<file path="src/rtl/if_stage_param.sv">
// Instruction-fetch stage: PC register, writable instruction memory and registered IR.
// Optional macro IF_SQUASH_EN replaces the instruction fetched on a redirect edge with a bubble.
module if_stage_param #(
    parameter int unsigned     XLEN       = 32,
    parameter int unsigned     IMEM_DEPTH = 128,
    parameter logic [XLEN-1:0] RESET_PC   = '0,
    parameter logic [XLEN-1:0] PC_LIMIT   = XLEN'(332),
    parameter logic [XLEN-1:0] NOP_WORD   = XLEN'(32'h20)
) (
    input  logic                          clk,
    input  logic                          rst,
    input  logic                          stall_i,
    input  logic                          ex_br_taken_i,
    input  logic [XLEN-1:0]               ex_br_target_i,
    input  logic                          id_jmp_i,
    input  logic [27:0]                   id_jmp_imm_i,
    input  logic                          imem_we_i,
    input  logic [$clog2(IMEM_DEPTH)-1:0] imem_waddr_i,
    input  logic [XLEN-1:0]               imem_wdata_i,
    output logic [XLEN-1:0]               pc_o,
    output logic [XLEN-1:0]               ir_o,
    output logic                          valid_o,
    output logic                          halted_o
);

    localparam int unsigned IDX_W = $clog2(IMEM_DEPTH);
    localparam int unsigned WA_W  = XLEN - 2;

    logic [XLEN-1:0]  r_imem [IMEM_DEPTH];
    logic [XLEN-1:0]  r_pc;
    logic [XLEN-1:0]  r_ir;
    logic             r_valid;
    logic             r_halted;

    logic [IDX_W-1:0] w_idx;
    logic [XLEN-1:0]  w_fetch;
    logic [XLEN-1:0]  w_next_pc;
    logic [XLEN-1:0]  w_next_ir;
    logic             w_next_valid;
    logic             w_next_halted;
    logic             w_redirect;
    logic             w_unused;

    // Target low bits are always forced to zero, so they are never consumed.
    assign w_unused = &{1'b0, ex_br_target_i[1:0], id_jmp_imm_i[1:0]};

    // Word read; any word address beyond the memory returns a NOP.
    assign w_idx   = r_pc[IDX_W+1:2];
    assign w_fetch = (r_pc[XLEN-1:2] < WA_W'(IMEM_DEPTH)) ? r_imem[w_idx] : NOP_WORD;

    // Next-state selection: branch > jump > stall > halted > sequential.
    always_comb begin
        w_next_pc     = r_pc;
        w_next_ir     = r_ir;
        w_next_valid  = r_valid;
        w_next_halted = r_halted;
        w_redirect    = 1'b0;

        if (ex_br_taken_i) begin
            w_next_pc  = {ex_br_target_i[XLEN-1:2], 2'b00};
            w_redirect = 1'b1;
        end else if (id_jmp_i) begin
            w_next_pc  = {r_pc[XLEN-1:28], id_jmp_imm_i[27:2], 2'b00};
            w_redirect = 1'b1;
        end

        if (w_redirect) begin
`ifdef IF_SQUASH_EN
            w_next_ir    = NOP_WORD;
            w_next_valid = 1'b0;
`else
            w_next_ir    = w_fetch;
            w_next_valid = 1'b1;
`endif
            w_next_halted = (w_next_pc >= PC_LIMIT);
        end else if (!stall_i) begin
            if (r_halted) begin
                w_next_ir    = NOP_WORD;
                w_next_valid = 1'b0;
            end else begin
                w_next_pc     = r_pc + XLEN'(4);
                w_next_ir     = w_fetch;
                w_next_valid  = 1'b1;
                w_next_halted = (w_next_pc >= PC_LIMIT);
            end
        end
    end

    always_ff @(posedge clk or posedge rst) begin
        if (rst) begin
            r_pc     <= RESET_PC;
            r_ir     <= NOP_WORD;
            r_valid  <= 1'b0;
            r_halted <= 1'b0;
        end else begin
            r_pc     <= w_next_pc;
            r_ir     <= w_next_ir;
            r_valid  <= w_next_valid;
            r_halted <= w_next_halted;
        end
    end

    // Memory contents survive reset; a same-cycle fetch sees the old word.
    always_ff @(posedge clk) begin
        if (imem_we_i) begin
            r_imem[imem_waddr_i] <= imem_wdata_i;
        end
    end

    assign pc_o     = r_pc;
    assign ir_o     = r_ir;
    assign valid_o  = r_valid;
    assign halted_o = r_halted;

endmodule
</file>
<file path="config.mk">
export PLATFORM = sky130hd
export DESIGN_NAME = if_stage_param
export DESIGN_NICKNAME = d
export VERILOG_FILES = /design/src/rtl/if_stage_param.sv
export SDC_FILE = /design/constraint.sdc
export NUM_CORES = 2
export LEC_CHECK = 0
export BUFFER_PORTS_ARGS = -buffer_cell sky130_fd_sc_hd__buf_2
export CORE_ASPECT_RATIO = 1.25
export CORE_MARGIN = 8
export CORE_UTILIZATION = 53
export CTS_CLUSTER_SIZE = 14
export DETAILED_ROUTE_END_ITERATION = 7
export PLACE_DENSITY = 0.76
export SLEW_MARGIN = 25
export SYNTH_ARGS = -nofsm -noshare
export SYNTH_HDL_FRONTEND = slang
export SYNTH_SLANG_ARGS = --single-unit
</file>
<file path="constraint.sdc">
create_clock -name clk -period 7.7 [get_ports clk]
set_clock_uncertainty 0.2 [all_clocks]
set_input_delay 2.31 -clock clk [delete_from_list [all_inputs] [get_ports clk]]
set_output_delay 2.31 -clock clk [all_outputs]
set_load 0.02 [all_outputs]
</file>
[After elaboration in Yosys (flattened, before gate mapping)]
Memory sizes are Yosys's and may differ from the RTL's.
Index checks and enable logic that the tools add are counted.
Storage, ports and cells
  output and inout port bits: 66
  bits of input ports: 105
  bits in writable memories: 4096
  memories: 1
  word-level logic and storage cells: 29
  register bits after elaboration: 66
Cells by class
  equal/unequal tests: 1
  $add $sub $neg: 1
  mux-type cells: 19
  magnitude comparators: 3
Memory list
  r_imem: words 128, width 32, rd ports 1, clocked after Yosys merged registers in 0, write ports 1, RTL line 29  | logic [XLEN-1:0] r_imem [IMEM_DEPTH];
Operator list (number)
  2-to-1 mux 32 bit: 8
  >= comparator 32 x 9 -> 1 bit, second input constant: 2
  adder 32 x 3 -> 32 bit, second input constant: 1
  less-than comparator 30 x 8 -> 1 bit, second input constant: 1
  2-to-1 mux 28 bit: 1
  2-to-1 mux 1 bit: 10
  != test 2 x 1 -> 1 bit, second input constant: 1

[Logic depth before layout (Yosys ltp)]
  depth in word-level cells: 5
  mapped depth: 14

[Worst setup path before layout]
Ideal clock, no wire load.
  path kind: in2reg
  start point: input port imem_we_i
  end point: memory r_imem[98][0], enable pin
  buffers on the path: 1
  path slack: 1.951 ns
  cell stages on the path: 3
  library setup time: 0.461 ns
  arrival time: 5.088 ns
  data required time: 7.039 ns
  cell sequence: clkbuf_1 -> nand4_1 -> nor3_1
Between the ends
  cells in the longest elaborated chain, start to end: 2
RTL lines
  start, declared: RTL line 17  | input logic imem_we_i,
  2-to-1 mux 1 bit: RTL line 105  | if (imem_we_i) begin
  2-to-1 mux 1 bit (implied by the code): RTL line 106  | r_imem[imem_waddr_i] <= imem_wdata_i;
  end, declared: RTL line 29
Every way passes these cells.

[Worst setup path in the final report]
  start point: input port id_jmp_i
  end point: register r_ir[4] (netlist: ir_o[4])
Between the ends
  cells in the longest elaborated chain, start to end: 3
  elaborated cells between the ends (all ways): 4
  those cells by class: 1 x eq/ne; 3 x mux
RTL lines
  start, declared: RTL line 15  | input logic id_jmp_i,
  2-to-1 mux 1 bit *: RTL line 62  | end else if (id_jmp_i) begin
  2-to-1 mux 1 bit *: RTL line 59  | if (ex_br_taken_i) begin
  != test 2 x 1 -> 1 bit (no source line) / 2-to-1 mux 32 bit (equally long branches)
  end signal, assigned: RTL line 97  | r_ir <= w_next_ir;
  end, declared: RTL line 31  | logic [XLEN-1:0] r_ir;
Every way passes the cells marked *; elsewhere a longest branch is shown, timed or not.
A chain may end at the register's enable or synchronous reset.

==> flow_metrics.py <==
metrics = {
    "clock_network": {
        "cts-root-buf": "clkbuf_16",
        "h-tree-depth": 5,
        "post_cts_resized": 0,
        "cts_setup_buffers": 0,
        "hold_buffers": 0,
        "cts_tree": "yes",
        "max-clock-path-buffers": 4,
        "cts_sinks": 4162,
        "clk_pin_slew_ns": 0.07,
        "clk_latency_ns": 0.96,
        "numCtsBuffers": 372,
    },
    "detailed_routing": {
        "ant_nets": 0,
        "drt_first_pass_iters": 6,
        "routed_wirelength_mm": 466,
        "drc": 0,
        "vias": 84700,
        "wl_per_cell_um": 38.1,
        "viasPerCell": 6.92,
        "drt_iter0_markers": 14400,
    },
    "synthesis": {
        "synth.most_common_cell": "edfxtp_1",
        "synthCells": 7548,
        "postSynthAreaPerCell_um2": 21.3,
        "yosysWarnings": 0,
        "ys_ff_latch": 4162,
        "synthTopCellsByArea": "edfxtp_1 77%, mux4_2 13%, mux2i_1 2.3%",
        "yosys-top-cells-count": "4096 x edfxtp_1, 930 x mux4_2, 376 x mux2i_1, 376 x nand2_1, 240 x nor2_1",
        "synth_top_area_cell": "edfxtp_1",
        "async_flop_share_pct": 1.59,
        "ys_seq_area_share_pct": 77.6,
        "synth_cell_types": 78,
        "synth_top_area_share_pct": 76.6,
        "synth_area_mm2": 0.161,
        "synth_edf_count": 4096,
        "ys.flop_type": "edfxtp_1",
        "synth_nets": 7655,
    },
    "global_route": {
        "grt_max_degree": 132,
        "grt_pass1_wl_mm": 643,
        "overflow": 0,
        "grt_use_total_pct": 28.4,
        "antenna_found_initial": 41,
        "grt_pass1_vias": 84000,
    },
    "finish": {
        "final_core_util_pct": 59.4,
        "fin_cells": 12200,
        "drive_gt1_share_pct": 25.2,
        "area_growth_pct": 11.8,
        "nets": 8060,
    },
    "sta": {
        "min_period_ns": 5.32,
        "period_share_pct": 69.0,
        "fin_setup_tns_ns": 0,
        "rsz0062_at_grt": "false",
        "finalMaxSlewViolations": 0,
        "fmaxAchievable_ghz": 0.188,
        "tightest_slew_ns": 1.19,
        "worst_slew_margin_rel_pct": 20.6,
        "worst_slack_ns": 2.38,
        "hold_viol_final": 0,
        "setup_viol_count_final": 0,
    },
    "pwr": {
        "pwr-share-clk_pct": 37.5,
        "comb_power_share_pct": 9.1,
        "p_leak_nw": 56.5,
        "ir_drop_mv": 0.197,
        "p_total_mw": 47.0,
        "power.switching_mw": 10.9,
        "pwr-share-seq_pct": 53.4,
        "netSwitchingFraction_pct": 23.2,
        "intPower_mw": 36.1,
        "power_density_mw_per_mm2": 261,
    },
    "floorplan": {
        "start_util_pct": 53.2,
        "die_w_um": 508,
        "coreArea_mm2": 0.302,
        "dieArea_mm2": 0.321,
        "pin_count": 171,
        "rows": 226,
        "dieHeight_um": 632,
    },
    "critical_path": {
        "cp_common_cell": "buf_4",
        "crit_path_start": "id_jmp_i",
        "cp.required_ns": 8.36,
        "crit_fanout": 31,
        "end_kind": "register",
        "crit_chain": "buf_2 -> o31ai_1 -> buf_4 -> nor3_2 -> nand2_1 -> a2111oi_0 -> buf_4 -> a22oi_1 -> o21ai_0",
        "cp_slowest_cell": "a2111oi_0",
        "cp-start-kind": "input pin",
        "slowest_delay_ns": 0.70,
        "arrival_ns": 5.98,
        "r2r_cells": 8,
        "critPathKind": "in2reg",
        "reg2reg_from": "pc_o[2]",
    },
    "place": {
        "preCtsSetupSlack_ns": 1.65,
        "post-dp-hpwl_mm": 271,
        "dp_cells": 11600,
        "place_congestion": 0.924,
        "io_buffer_count": 166,
    },
    "run": {
        "max-cap-violations": 0,
    },
    "outcome": {
        "status": "complete, no violations",
    },
    "hold_path": {
        "min_from": "pc_o[1]",
        "worstHoldPathType": "reg2reg",
        "whs_path_depth": 1,
    },
}
-- final timing paths --
kind,endpoint,slack [ns]
worst max-delay path,ir_o[4],2.38
worst min-delay path,pc_o[1],0.28
worst max register to register,ir_o[29],2.55
worst min register to register,pc_o[1],0.28
max in group asynchronous,ir_o[10],5.23
min in group asynchronous,pc_o[24],1.05
-- state kept, by name, summed over array words and instances (netlist names) --
| signal | cells |
|---|---|
| valid_o | 1 |
| pc_o | 32 |
| halted_o | 1 |
| r_imem | 4096 |
| ir_o | 32 |
-- cells by family (layout without fill, tap and decap cells) --
kind of cell,Yosys count,in the layout,synth area share (%)
AO/OA/AOI/OAI,686,686,2.96
XOR/XNOR,27,27,0.147
flip-flops,4162,4162,77.6
AND/OR/NAND/NOR,888,888,2.45
multiplexers,1326,1326,15.5
other,0,39,0
adder cells (fa/ha/maj),2,2,0.0156
buffers and inverters,457,1114,1.33
-- layer usage --
| layer | part of all wire (%) | GRT usage [%] |
|---|---|---|
| met5 | 0.030 | 0 |
| met4 | 8.7 | 19.8 |
| met3 | 13 | 7.79 |
| met2 | 47 | 44.6 |
| met1 | 32 | 34.4 |
-- power groups by stage --
| stage | sequential (mW) | clock, mW | combinational (mW) |
|---|---|---|---|
| 2_1_floorplan | 25.5 | 0 | 2.28 |
| 3_3_place_gp | 25.6 | 0 | 4.06 |
| 3_5_place_dp | 25.6 | 0 | 4.14 |
| 4_1_cts | 25.1 | 17.7 | 4.16 |
| 5_1_grt | 25.1 | 18.5 | 4.34 |
| 6_report | 25.1 | 17.6 | 4.26 |
-- final cells by class --
| type | count | area [um2] |
|---|---|---|
| Antenna cell | 39 | 97.6 |
| Inverter | 11 | 57.6 |
| Fill cell | 20200 | 123000 |
| Tap cell | 3990 | 4990 |
| Clock inverter | 142 | 1210 |
| Timing Repair Buffer | 477 | 3720 |
| Clock buffer | 484 | 9930 |
| Multi-Input combinational cell | 2929 | 35000 |
| Sequential cell | 4162 | 125000 |
-- placed cells by master (no fill, tap or decap), types with 30 or more instances in the layout --
master	count
mux2i_1	376
clkinv_2	36
nand3_1	86
nor3_1	33
mux4_2	930
a31oi_1	50
buf_4	303
a221oi_1	77
nor2_1	117
a21oi_1	88
diode_2	39
dfrtp_1	59
nand2_1	373
a22oi_1	103
o22ai_1	45
buf_12	30
clkbuf_16	380
buf_2	135
o21ai_0	124
a211oi_1	45
nor2_4	122
clkinv_1	69
edfxtp_1	4096
clkbuf_1	101
-- through the flow --
step	area (um2)	hold slack, ns
3_3_place_gp	168000	0.269
2_1_floorplan	161000	0.313
4_1_cts	179000	0.290
6_report	180000	0.279
3_5_place_dp	168000	0.270
5_1_grt	180000	0.321
-- critical path: cells and delay by family --
kind	cells	cell delay [ns]
buffers and inverters	3	1.08
and+or+nand+nor	2	1.34
AOI/OAI and AO/OA	4	1.21
Power figures use the tool's default switching activity.
